## src/rtl/abacus_seq_alu.sv

```systemverilog
// abacus_seq_alu: sequential add / sub / shift-add multiply / restoring divide
// with a double-dabble BCD conversion of the result magnitude.
// Handshake: start (sampled in IDLE) -> busy through CALC, CONV, DONE -> done pulse.
// Optional build macro ABACUS_LEADZERO_BLANK_EN: leading zero BCD digits of
// bcd_out are replaced by 4'hF (display blank code); digit 0 is never blanked.
module abacus_seq_alu #(
    parameter int WIDTH  = 8,
    parameter int DIGITS = 5
) (
    input  logic                  clk,
    input  logic                  clr_n,
    input  logic                  start,
    input  logic [1:0]            op,
    input  logic [WIDTH-1:0]      a,
    input  logic [WIDTH-1:0]      b,
    output logic                  busy,
    output logic                  done,
    output logic [2*WIDTH-1:0]    result,
    output logic [WIDTH-1:0]      remainder,
    output logic                  neg,
    output logic                  div_zero,
    output logic [4*DIGITS-1:0]   bcd_out
);

    localparam int PW = 2 * WIDTH;
    localparam int CW = $clog2(PW);

    localparam logic [1:0] OP_ADD = 2'b00;
    localparam logic [1:0] OP_SUB = 2'b01;
    localparam logic [1:0] OP_MUL = 2'b10;
    localparam logic [1:0] OP_DIV = 2'b11;

    typedef enum logic [1:0] {S_IDLE, S_CALC, S_CONV, S_DONE} state_t;

    state_t state_q, state_d;

    // Working registers
    logic [1:0]          op_q,   op_d;
    logic [WIDTH-1:0]    a_q,    a_d;     // multiplier (shifts right) / dividend->quotient (shifts left)
    logic [WIDTH-1:0]    b_q,    b_d;
    logic [PW-1:0]       acc_q,  acc_d;   // multiply accumulator
    logic [WIDTH-1:0]    rem_q,  rem_d;   // divide partial remainder
    logic [PW-1:0]       bin_q,  bin_d;   // final binary magnitude
    logic [PW-1:0]       sh_q,   sh_d;    // double-dabble binary shift register
    logic [4*DIGITS-1:0] bcd_q,  bcd_d;   // double-dabble BCD accumulator
    logic                neg_q,  neg_d;
    logic                dz_q,   dz_d;
    logic [CW-1:0]       cnt_q,  cnt_d;

    // Output registers, updated together at DONE entry
    logic [PW-1:0]       res_out_q, res_out_d;
    logic [WIDTH-1:0]    rem_out_q, rem_out_d;
    logic                neg_out_q, neg_out_d;
    logic                dz_out_q,  dz_out_d;
    logic [4*DIGITS-1:0] bcd_out_q, bcd_out_d;

    logic                calc_last;
    logic                conv_last;
    logic [WIDTH:0]      trial;
    logic [4*DIGITS-1:0] bcd_shift;
    logic [4*DIGITS-1:0] bcd_disp;

    // add/sub finish in one CALC edge; mul/div need one edge per operand bit
    assign calc_last = (op_q[1] == 1'b0) || (cnt_q == CW'(WIDTH - 1));
    assign conv_last = (cnt_q == CW'(PW - 1));

    // restoring-divide trial subtraction; bit WIDTH set means the trial went negative
    assign trial = {rem_q, a_q[WIDTH-1]} - {1'b0, b_q};

    // One double-dabble step: add 3 to digits >= 5, then shift left by one with the
    // next binary bit entering digit 0.
    always_comb begin
        logic [3:0] dig;
        logic       cin;
        cin       = sh_q[PW-1];
        bcd_shift = '0;
        for (int i = 0; i < DIGITS; i++) begin
            dig = bcd_q[4*i +: 4];
            if (dig >= 4'd5) begin
                dig = dig + 4'd3;
            end
            bcd_shift[4*i +: 4] = {dig[2:0], cin};
            cin = dig[3];
        end
    end

`ifdef ABACUS_LEADZERO_BLANK_EN
    logic lead;
    // Blank zero digits from the top down until the first non-zero digit; digit 0 stays.
    always_comb begin
        bcd_disp = bcd_shift;
        lead     = 1'b1;
        for (int i = DIGITS - 1; i > 0; i--) begin
            if (lead && (bcd_shift[4*i +: 4] == 4'd0)) begin
                bcd_disp[4*i +: 4] = 4'hF;
            end else begin
                lead = 1'b0;
            end
        end
    end
`else
    // All digits shown, including leading zeros.
    always_comb begin
        bcd_disp = bcd_shift;
    end
`endif

    // FSM state register
    always_ff @(posedge clk or negedge clr_n) begin
        if (!clr_n) begin
            state_q <= S_IDLE;
        end else begin
            state_q <= state_d;
        end
    end

    // FSM next-state
    always_comb begin
        state_d = state_q;
        case (state_q)
            S_IDLE: if (start)     state_d = S_CALC;
            S_CALC: if (calc_last) state_d = S_CONV;
            S_CONV: if (conv_last) state_d = S_DONE;
            S_DONE:                state_d = S_IDLE;
            default:               state_d = S_IDLE;
        endcase
    end

    // Datapath next-state: latch operands, iterate arithmetic, iterate BCD, publish
    always_comb begin
        op_d      = op_q;
        a_d       = a_q;
        b_d       = b_q;
        acc_d     = acc_q;
        rem_d     = rem_q;
        bin_d     = bin_q;
        sh_d      = sh_q;
        bcd_d     = bcd_q;
        neg_d     = neg_q;
        dz_d      = dz_q;
        cnt_d     = cnt_q;
        res_out_d = res_out_q;
        rem_out_d = rem_out_q;
        neg_out_d = neg_out_q;
        dz_out_d  = dz_out_q;
        bcd_out_d = bcd_out_q;

        case (state_q)
            S_IDLE: begin
                if (start) begin
                    op_d  = op;
                    a_d   = a;
                    b_d   = b;
                    acc_d = '0;
                    rem_d = '0;
                    neg_d = 1'b0;
                    dz_d  = (op == OP_DIV) && (b == '0);
                    cnt_d = '0;
                end
            end
            S_CALC: begin
                cnt_d = cnt_q + CW'(1);
                case (op_q)
                    OP_ADD: bin_d = PW'(a_q) + PW'(b_q);
                    OP_SUB: begin
                        if (a_q >= b_q) begin
                            bin_d = PW'(a_q - b_q);
                        end else begin
                            bin_d = PW'(b_q - a_q);
                            neg_d = 1'b1;
                        end
                    end
                    OP_MUL: begin
                        // LSB-first multiplier bit selects the multiplicand shifted by the step count
                        if (a_q[0]) begin
                            acc_d = acc_q + (PW'(b_q) << cnt_q);
                        end
                        a_d   = a_q >> 1;
                        bin_d = acc_d;
                    end
                    default: begin
                        // MSB-first quotient bits replace the dividend bits as they shift out;
                        // b==0 naturally yields all-ones quotient and remainder == a
                        a_d   = {a_q[WIDTH-2:0], ~trial[WIDTH]};
                        rem_d = trial[WIDTH] ? {rem_q[WIDTH-2:0], a_q[WIDTH-1]} : trial[WIDTH-1:0];
                        bin_d = PW'(a_d);
                    end
                endcase
                if (calc_last) begin
                    cnt_d = '0;
                    sh_d  = bin_d;
                    bcd_d = '0;
                end
            end
            S_CONV: begin
                cnt_d = cnt_q + CW'(1);
                sh_d  = sh_q << 1;
                bcd_d = bcd_shift;
                if (conv_last) begin
                    cnt_d     = '0;
                    res_out_d = bin_q;
                    rem_out_d = (op_q == OP_DIV) ? rem_q : '0;
                    neg_out_d = neg_q;
                    dz_out_d  = dz_q;
                    bcd_out_d = bcd_disp;
                end
            end
            default: ;
        endcase
    end

    // Datapath and output registers
    always_ff @(posedge clk or negedge clr_n) begin
        if (!clr_n) begin
            op_q      <= '0;
            a_q       <= '0;
            b_q       <= '0;
            acc_q     <= '0;
            rem_q     <= '0;
            bin_q     <= '0;
            sh_q      <= '0;
            bcd_q     <= '0;
            neg_q     <= 1'b0;
            dz_q      <= 1'b0;
            cnt_q     <= '0;
            res_out_q <= '0;
            rem_out_q <= '0;
            neg_out_q <= 1'b0;
            dz_out_q  <= 1'b0;
            bcd_out_q <= '0;
        end else begin
            op_q      <= op_d;
            a_q       <= a_d;
            b_q       <= b_d;
            acc_q     <= acc_d;
            rem_q     <= rem_d;
            bin_q     <= bin_d;
            sh_q      <= sh_d;
            bcd_q     <= bcd_d;
            neg_q     <= neg_d;
            dz_q      <= dz_d;
            cnt_q     <= cnt_d;
            res_out_q <= res_out_d;
            rem_out_q <= rem_out_d;
            neg_out_q <= neg_out_d;
            dz_out_q  <= dz_out_d;
            bcd_out_q <= bcd_out_d;
        end
    end

    assign busy      = (state_q != S_IDLE);
    assign done      = (state_q == S_DONE);
    assign result    = res_out_q;
    assign remainder = rem_out_q;
    assign neg       = neg_out_q;
    assign div_zero  = dz_out_q;
    assign bcd_out   = bcd_out_q;

endmodule

```

## config.mk

```make
export PLATFORM = sky130hd
export DESIGN_NAME = abacus_seq_alu
export DESIGN_NICKNAME = d
export VERILOG_FILES = /design/src/rtl/abacus_seq_alu.sv
export SDC_FILE = /design/constraint.sdc
export NUM_CORES = 1
export LEC_CHECK = 0
export BUFFER_PORTS_ARGS = -buffer_cell sky130_fd_sc_hd__clkbuf_2
export CAP_MARGIN = 20
export CORE_MARGIN = 2
export CORE_UTILIZATION = 40
export DETAILED_ROUTE_END_ITERATION = 12
export PLACE_DENSITY_LB_ADDON = 0.15
export SKIP_LAST_GASP = 1
export SLEW_MARGIN = 40
export SYNTH_ARGS = -nofsm -noshare
export SYNTH_HDL_FRONTEND = slang
export SYNTH_SLANG_ARGS = --single-unit
export TNS_END_PERCENT = 30
```

## constraint.sdc

```tcl
create_clock -name clk -period 4.81 [get_ports clk]
set_clock_uncertainty 0.15 [all_clocks]
set_input_delay 0.962 -clock clk [delete_from_list [all_inputs] [get_ports clk]]
set_output_delay 0.962 -clock clk [all_outputs]
set_load 0.05 [all_outputs]
```

==> results_dict.tcl, run 1 <==
set metrics [dict create \
    cts_made_buffers 17 \
    finalNetCount 1181 \
    worstSetupStartpointType "register" \
    io_pins 69 \
    area_share_of_xor_xnor_cells_in_the_synthesized_design 0.02733 \
    die_width_um 156.4 \
    clock-sinks 148 \
    worst_slew_margin_rel 0.4366 \
    drt_iter0_drc 484 \
    clk_latency_ns 0.43 \
    ys_types 65 \
    htree_levels 4 \
    combinational_family_with_the_most_area_after_synthesis "compound AO/OA/AOI/OAI gates" \
    synth-edff-count 0 \
    fp.coreArea_sq_um 22710 \
    post_synth_fa_ha_maj_area_fraction 0.09694 \
    preCtsSetupSlack_ns 0.7285 \
    postCtsResizedCells 0 \
    std_cell_rows 55 \
    grt_pass1_wl_mm 41.10 \
    area_growth_pct 12.93 \
    cts_post_setup_buffers_inserted 0 \
    via_count 7761 \
    gp_congestion 0.9402 \
    grtUsageTotal 0.2153 \
    post_syn_instances 1042 \
    synth_nets 1132 \
    worst_ir_drop_vdd_v 0.0003191 \
    numPortBuffers 68 \
    synth_compound_gate_area_share 0.2247 \
    synth_sequential_area_ratio 0.3985 \
    synth_async_sr_flop_share 1.000 \
    critPathMaxFanout 19 \
    fmax_ghz 0.2426 \
    power.density_cell_area_nw_per_um2 662.9 \
    synth-seq-cells 148 \
    drt_pre_antenna_iters 5 \
    wl_mm 25.25 \
    fin_setup_tns_ns 0 \
    post_synth.cell_area_avg_sq_um 8.918 \
    finalWorstPathRequiredPeriod_ns 4.122 \
    ctsHoldBuffers 0 \
    worstSetupPathType "reg2reg" \
    start_util 0.4092 \
    period_share 0.8569 \
    layout_commonest_cell "dfrtp_1" \
    tightest_slew_ns 0.8420 \
    floorplan.die_area_sq_um 24470 \
    clock_tree.buffer_depth 2 \
    detail_route.drc_violations 0 \
    synth_warnings 0 \
    netlist_area_sq_um 9293 \
    finalCoreUtilization 0.4621 \
    grt_total_ovfl 0 \
    yosys-mux-area-fraction 0.06423 \
    static_leakage_power_uw 0.004885 \
    cp_data_required_time_ns 5.00 \
    maxCapViolCount 0 \
    fin_ws_ns 0.6883 \
    kind_of_end_point_of_the_critical_path "register" \
    avgViaCountPerCell 5.587 \
    grt_setup_unrepaired "false" \
    antenna_found_initial 0 \
    slew_violations 0 \
    worstPathArrival_ns 4.31 \
    cts_root_buffer "clkbuf_16" \
    via_count_of_the_first_global_routing_pass 7497 \
    antenna_violating_nets_post_route 0 \
    final_hold_viol_count 0 \
    num-fill-cells 2252 \
    dominantRegCellSynth "dfrtp_1" \
    setup_violations 0 \
    die-height_um 156.4 \
    cts.clk_slew.worst_paths_ns 0.07 \
    dp_hpwl_mm 18.12 \
    routedWlPerCell_um 18.17 \
    status "finished, final reports clean" \
    drive_above_1_share 0.1476 \
    holdCritPathClass "reg2reg" \
    synthSimpleGateAreaFrac 0.1470 \
    cts_tree "built" \
    antenna_cells_inserted 0 \
    layout.cells.most_common_list "148 x dfrtp_1, 132 x nand2_1, 114 x o21ai_0" \
    grt_start_max_net_pins 84 \
]
## final timing paths
check,from,end,slack [ns],depth (start not counted)
worst max-delay path,cnt_q[1]$_DFFE_PN0P_,sh_q[13]$_DFFE_PN0P_,0.69,12
worst min-delay path,bcd_out[5]$_DFFE_PN0P_,bcd_out[5]$_DFFE_PN0P_,0.33,2
worst max register to register,cnt_q[1]$_DFFE_PN0P_,sh_q[13]$_DFFE_PN0P_,0.69,12
worst min register to register,bcd_out[5]$_DFFE_PN0P_,bcd_out[5]$_DFFE_PN0P_,0.33,2
max in group asynchronous,clr_n,sh_q[1]$_DFFE_PN0P_,3.25,2
min in group asynchronous,clr_n,result[10]$_DFFE_PN0P_,0.43,1
## cells by family (layout without fill, tap and decap cells)
kind of cell | after synthesis | after routing
AOI/OAI and AO/OA | 338 | 338
and+or+nand+nor | 304 | 304
DFF | 148 | 148
buffers and inverters | 99 | 161
adders and majority gates | 69 | 69
muxes | 55 | 55
xor gates and xnor gates | 29 | 29
## layout make-up
class	instances	area, sq um	area share
sequential	148	3704	0.3529
multi-input combinational	795	5213	0.4967
tap	285	356.6	0.03398
timing repair buffer	85	489.2	0.04662
inverter	44	165.2	0.01574
clock buffer	18	429.2	0.04090
clock inverter	14	137.6	0.01312
## power by group
group / switching (uW) / internal (uW)
Combinational: 2420 / 1380
Sequential: 324 / 1540
Clock: 607 / 687
Total: 3360 / 3600
## synthesized netlist by cell type (3+ instances only)
cell type | count | share of area
dfrtp_1 | 148 | 0.40
nand2_1 | 132 | 0.053
o21ai_0 | 114 | 0.061
a21oi_1 | 87 | 0.047
nor2_1 | 73 | 0.029
ha_1 | 64 | 0.086
clkbuf_1 | 45 | 0.018
inv_1 | 42 | 0.017
mux2_2 | 37 | 0.045
o22ai_1 | 22 | 0.015
nand2b_1 | 19 | 0.013
nor3_1 | 19 | 0.010
mux2i_1 | 18 | 0.019
a21o_1 | 17 | 0.014
xnor2_1 | 17 | 0.016
nand3_1 | 12 | 0.0065
xor2_1 | 12 | 0.011
a211oi_1 | 11 | 0.0089
nor2b_1 | 11 | 0.0074
a22oi_1 | 10 | 0.0081
and3_1 | 10 | 0.0067
nand4_1 | 9 | 0.0061
nor3b_1 | 8 | 0.0065
a31oi_1 | 7 | 0.0047
a21boi_0 | 6 | 0.0048
a22o_1 | 6 | 0.0057
buf_2 | 6 | 0.0032
o31ai_1 | 6 | 0.0048
fa_1 | 5 | 0.011
o21ai_1 | 5 | 0.0027
o21bai_1 | 5 | 0.0040
a221o_1 | 4 | 0.0043
a221oi_1 | 4 | 0.0038
o41ai_1 | 4 | 0.0038
a32o_1 | 3 | 0.0032
buf_1 | 3 | 0.0012
o211ai_1 | 3 | 0.0024
o31a_1 | 3 | 0.0028
## registers in the layout, summed over array words and instances, names as in the netlist, 8 cells and up
register,flops
remainder,8
bcd_q,20
bin_q,16
bcd_out,20
a_q,8
sh_q,16
rem_q,8
b_q,8
acc_q,16
result,16
## worst max-delay path, stage by stage, from the launching register on
cell       delay (ns)
dfrtp_1          0.71
mux2i_1          0.18
o21ai_0          0.37
a21oi_1          0.13
o22ai_1          0.24
ha_1             0.39
nand3_1          0.18
a211oi_1         0.07
a2111oi_0        0.63
mux2_2           0.41
a211oi_1         0.27
a221oi_1         0.15
a21oi_1          0.17
## metrics by stage
stage / hold WS [ns] / area (sq um) / std cells / power [uW]
after floorplan: 0.2947 / 9293 / 1042 / 4530
after global placement: 0.3110 / 9918 / 1357 / 5599
after detailed placement: 0.3198 / 9918 / 1357 / 5612
after CTS: 0.3352 / 10490 / 1389 / 6937
after global routing: 0.3496 / 10490 / 1389 / 7484
final: 0.3264 / 10490 / 1389 / 6956
## routing by layer
layer	GRT usage	up-vias	wire length (um)
met2	0.3262	197	11060
met1	0.3126	3690	12490
met5	0	-	0
li1	-	3841	-
met4	0.07165	0	628
met3	0.03572	33	1065
No activity file was read; power rests on OpenSTA's default activity.
==> run 2, diff against run 1 <==
Settings changed: CORE_UTILIZATION 40 to 50.
Clock period 4.81 ns to 4.2 ns, I/O delays scaled along.
==> run 2 against run 1 <==
Compared with the run above:
- total power grew 15%
- critical path type unchanged
- via count grew 1.9%
- final area grew 0.17%
- first-iteration DRC count grew 17%
- clock power grew 18%
- sequential share of layout area is essentially flat
- global-route usage grew 4.0 points
==> results_dict.tcl, run 2 (synthesis gave the netlist of run 1 again) <==
set metrics [dict create \
    grtUsageTotal 0.2554 \
    cpMostUsedCell "a21oi_1" \
    switching_share 0.4723 \
    htree_levels 4 \
    antenna_found_initial 0 \
    worst_ir_drop_vdd_v 0.0004295 \
    worstSetupPathType "reg2reg" \
    setup_violations 0 \
    fmax_ghz 0.2548 \
    antenna_cells_inserted 0 \
    layout_commonest_cell "dfrtp_1" \
    detail_route.drc_violations 0 \
    cts.clk_slew.worst_paths_ns 0.07 \
    std_cell_rows 49 \
    power.density_cell_area_nw_per_um2 762.9 \
    drt_pre_antenna_iters 5 \
    cts_tree "built" \
    clock-sinks 148 \
    fin_ws_ns 0.2755 \
    clk_latency_ns 0.43 \
    avgViaCountPerCell 5.886 \
    antenna_violating_nets_post_route 0 \
    status "finished, final reports clean" \
    via_count_of_the_first_global_routing_pass 7611 \
    clock_tree.buffer_depth 2 \
    pwr-share-comb 0.548 \
    dp_hpwl_mm 17.60 \
    total_power_of_the_final_layout_uw 8020 \
    net-switching-power_uw 3787 \
    kind_of_end_point_of_the_critical_path "register" \
    grt_total_ovfl 0 \
    static_leakage_power_uw 0.004934 \
    crit_chain "inv_1, o21ai_0, mux2_2, mux2i_1, nor2_1, ha_1, a21oi_1, a21oi_1, a2111oi_1, buf_4, mux2_2, a211oi_1, a221oi_1, a21oi_1" \
    grt_setup_unrepaired "false" \
    via_count 7905 \
    cts_made_buffers 17 \
    drive_above_1_share 0.1589 \
    cell_with_the_largest_stage_delay_on_the_worst_path "dfrtp_1" \
    fp.coreArea_sq_um 18090 \
    worst_r2r_endpoint "bin_q[13]$_DFFE_PN0P_" \
    cts_root_buffer "clkbuf_16" \
    power_frac_seq 0.262 \
    finalCoreUtilization 0.5812 \
    cp_data_required_time_ns 4.40 \
    worst_r2r_startpoint "b_q[7]$_DFFE_PN0P_" \
    io_pins 69 \
    preCtsSetupSlack_ns 0.2647 \
    postLayoutCellArea_sq_um 10510 \
    die_width_um 140.3 \
    routedWlPerCell_um 17.93 \
    layout.cells.most_common_list "146 x dfrtp_1, 131 x nand2_1, 113 x o21ai_0" \
    power_report.internal_total_uw 4232 \
    grt_pass1_wl_mm 40.39 \
    clock_power_share 0.189 \
    critPathMaxFanout 7 \
    internal_reg_to_reg_setup_slack_ns 0.28 \
    fin_setup_tns_ns 0 \
    area_growth_pct 13.11 \
    tightest_slew_ns 0.8358 \
    gp_congestion 0.9219 \
    die-height_um 140.3 \
    finalNetCount 1191 \
    critPathMaxStageDelay_ns 0.46 \
    worstSetupStartpointType "register" \
    wl_mm 24.08 \
    slew_violations 0 \
    period_share 0.9344 \
    worst_slew_margin_rel 0.4408 \
    maxCapViolCount 0 \
    place_area_sq_um 9911 \
    floorplan.die_area_sq_um 19690 \
    holdCritPathClass "in2async" \
    worst_r2r_path_depth 14 \
    numPortBuffers 68 \
    drt_iter0_drc 566 \
    worstPathArrival_ns 4.12 \
    final_hold_viol_count 0 \
    finalWorstPathRequiredPeriod_ns 3.924 \
    ctsHoldBuffers 0 \
    grt_start_max_net_pins 76 \
    start_util 0.5138 \
]
run 2: cell types whose count changed in the layout (fill, tap and decap cells not counted), moves of 2 or more:
cell and delta:
buf_4 +11, clkinv_2 +2, dfrtp_1 -2, dfrtp_2 +2, inv_6 -2
run 2: through the flow:
stage,hold WS [ns],std cells
final,0.2175,1343
after detailed placement,0.3194,1311
after floorplan,0.2947,1042
after CTS,0.2315,1343
after global placement,0.3094,1311
after global routing,0.2522,1343
run 2: layout make-up:
class                           instances  area [sq um]
Clock buffer                           18         439.2
Clock inverter                         14         147.6
Fill cell                            1669          7575
Inverter                               44         165.2
Multi-Input combinational cell        795          5218
Sequential cell                       148          3706
Tap cell                              229         286.5
Timing Repair Buffer                   95         549.3
run 2: metal layers:
metal	vias up	global-route usage	routed length, um
met4	0	0.08559	526
li1	3858	-	-
met2	224	0.3991	10800
met5	-	0	0
met3	42	0.03453	1205
met1	3781	0.3679	11550
run 2: what timing repair did:
item                       CTS  global route
setup endpoints to repair    0             4
resized for setup            0             4
buffers inserted             0             0
run 2: worst max-delay path by stage:
stage | startpoint | cells after the start | slack [ns] | to
floorplan | cnt_q[2]$_DFFE_PN0P_ | 14 | 0.60 | bin_q[14]$_DFFE_PN0P_
global placement | cnt_q[1]$_DFFE_PN0P_ | 14 | 0.36 | bin_q[14]$_DFFE_PN0P_
detailed placement | cnt_q[1]$_DFFE_PN0P_ | 14 | 0.26 | bin_q[14]$_DFFE_PN0P_
CTS | cnt_q[1]$_DFFE_PN0P_ | 14 | 0.19 | sh_q[14]$_DFFE_PN0P_
global route | b_q[7]$_DFFE_PN0P_ | 15 | 0.03 | bin_q[13]$_DFFE_PN0P_
finish | b_q[7]$_DFFE_PN0P_ | 14 | 0.28 | bin_q[13]$_DFFE_PN0P_
run 2: power groups by stage:
stage / clock network (uW) / logic (uW) / registers, uW
2_1_floorplan: 0 / 3190 / 2000
3_3_place_gp: 0 / 4250 / 2110
3_5_place_dp: 0 / 4300 / 2120
4_1_cts: 1540 / 4330 / 2100
5_1_grt: 1610 / 4880 / 2150
6_report: 1520 / 4400 / 2100
run 2: worst max-delay path: cells and delay by family (launching register included):
kind	cells	cell delay, ns
muxes	3	0.85
and+or+nand+nor	1	0.07
DFF	1	0.46
buffers and inverters	2	0.40
AOI/OAI and AO/OA	7	1.53
adders and majority gates	1	0.38
==> run 3, diff against run 2 <==
Settings changed: CELL_PAD_IN_SITES_DETAIL_PLACEMENT from default to 0, CELL_PAD_IN_SITES_GLOBAL_PLACEMENT from default to 2, CORE_UTILIZATION 50 to 38.
==> run 3 against run 2 <==
Compared with the run above:
- utilization shrank 14 points
- critical path depth grew 1
- count of clock-buffer cells in the layout shrank 1
- maximum frequency grew 1.8%
- flip-flop and latch count is the same
- die area grew 31%
- cell count grew 7.6%
- critical path type unchanged
- highest routed layer unchanged
==> results_dict.tcl, run 3 (synthesis gave the netlist of run 1 again) <==
set metrics [dict create \
    worstSetupPathDepth 15 \
    cp_data_required_time_ns 4.40 \
    via_count_of_the_first_global_routing_pass 7823 \
    worst_ir_drop_vdd_v 0.0002536 \
    clock-sinks 148 \
    seq_area_sq_um 3706 \
    critPathMaxFanout 6 \
    fmax_ghz 0.2595 \
    grt_total_ovfl 0 \
    worst-path-buf-inv 2 \
    fp.coreArea_sq_um 24180 \
    std_cell_rows 57 \
    drt_iter0_drc 474 \
    area_growth_pct 15.65 \
    antenna_cells_inserted 0 \
    status "finished, final reports clean" \
    period_share 0.9177 \
    layout_commonest_cell "dfrtp_1" \
    cts_tree "built" \
    kind_of_end_point_of_the_critical_path "register" \
    finalNetCount 1198 \
    worst_r2r_startpoint "b_q[7]$_DFFE_PN0P_" \
    num-fill-cells 2435 \
    cts_made_buffers 17 \
    numPortBuffers 68 \
    gp_congestion 0.8840 \
    power.density_cell_area_nw_per_um2 768.4 \
    postLayoutCellArea_sq_um 10750 \
    clock_tree.buffer_depth 2 \
    holdCritPathClass "in2async" \
    htree_levels 4 \
    routedWlPerCell_um 18.34 \
    antenna_found_initial 0 \
    tightest_slew_ns 0.7298 \
    floorplan.die_area_sq_um 25720 \
    maxCapViolCount 0 \
    cell_with_the_largest_stage_delay_on_the_worst_path "dfrtp_1" \
    fin_worst_hold_slack_ns 0.2904 \
    setup_violations 0 \
    grt_start_max_net_pins 76 \
    grt_pass1_wl_mm 43.73 \
    dp_hpwl_mm 19.60 \
    internal_reg_to_reg_setup_slack_ns 0.35 \
    fin_setup_tns_ns 0 \
    multiInputGateArea_sq_um 5231 \
    clk_latency_ns 0.43 \
    cts_root_buffer "clkbuf_16" \
    final_hold_viol_count 0 \
    via_count 7804 \
    cts_post_setup_buffers_inserted 0 \
    critPathMaxStageDelay_ns 0.50 \
    start_util 0.3844 \
    grt_setup_unrepaired "false" \
    io_pins 69 \
    die_width_um 160.4 \
    cpMostUsedCell "o21ai_0" \
    cts.clk_slew.worst_paths_ns 0.08 \
    drt_pre_antenna_iters 5 \
    crit_chain "inv_2, o21ai_0, nand2_1, o21ai_0, o21ai_0, o22ai_1, ha_1, nand3_1, a211oi_1, a2111oi_1, buf_4, mux2_2, a211oi_1, a221oi_1, a21oi_1" \
    slew_violations 0 \
    worstSetupPathType "reg2reg" \
    finalWorstPathRequiredPeriod_ns 3.854 \
    worstPathArrival_ns 4.05 \
    worst_slew_margin_rel 0.5117 \
    drive_above_1_share 0.1677 \
    static_leakage_power_uw 0.004999 \
    worstSetupStartpointType "register" \
    worst_r2r_path_depth 15 \
    avgViaCountPerCell 5.401 \
    cp-startpoint "b_q[7]$_DFFE_PN0P_" \
    wl_mm 26.51 \
    detail_route.drc_violations 0 \
    antenna_violating_nets_post_route 0 \
    place_area_sq_um 10100 \
    grtUsageTotal 0.2146 \
    layout.cells.most_common_list "146 x dfrtp_1, 132 x nand2_1, 114 x o21ai_0" \
    cpLargestDelayFamily "compound AO/OA/AOI/OAI gates" \
    die-height_um 160.4 \
]
==> run 3: timing repair <==
action	CTS	global route
setup endpoints to repair	0	5
gates resized for setup	0	6
hold buffers	0	0
hold endpoints to repair	0	0
==> run 3: cell type report <==
| class | count | area share |
|---|---|---|
| multi-input cells | 795 | 0.4868 |
| repair buffers | 102 | 0.05833 |
| well taps | 324 | 0.03772 |
| flip-flops and latches | 148 | 0.3449 |
| clock inverters | 15 | 0.01735 |
| clock buffers | 17 | 0.03959 |
| inverters | 44 | 0.01537 |
==> run 3: where the power goes <==
part	total (uW)	internal, uW	switching [uW]
clock network	1620	906	710
registers	2090	1760	327
logic	4550	1680	2870
==> run 3: worst paths after layout <==
kind	endpoint
hold / removal	acc_q[9]$_DFFE_PN0P_
min in group clk	bcd_out[13]$_DFFE_PN0P_
max in group asynchronous	cnt_q[1]$_DFFE_PN0P_
setup / recovery	bin_q[13]$_DFFE_PN0P_
hold reg to reg	bcd_out[13]$_DFFE_PN0P_
setup reg to reg	bin_q[13]$_DFFE_PN0P_
==> run 3: routing by layer <==
layer,global-route usage,up-vias,part of all wire
met5,0,-,0
met1,0.3081,3743,0.49
met2,0.3397,168,0.46
met4,0.05242,0,0.015
met3,0.03461,22,0.034
li1,-,3871,-
==> run 3: metrics by stage <==
stage          worst slack, ns  total power [uW]    util  std cells
2_1_floorplan           0.5970              5187       -       1042
3_3_place_gp            0.2893              6643  0.4172       1412
3_5_place_dp            0.2765              6635  0.4178       1412
4_1_cts                 0.2338              8288  0.4431       1444
5_1_grt                0.03009              8962  0.4445       1445
6_report                0.3458              8257  0.4445       1445
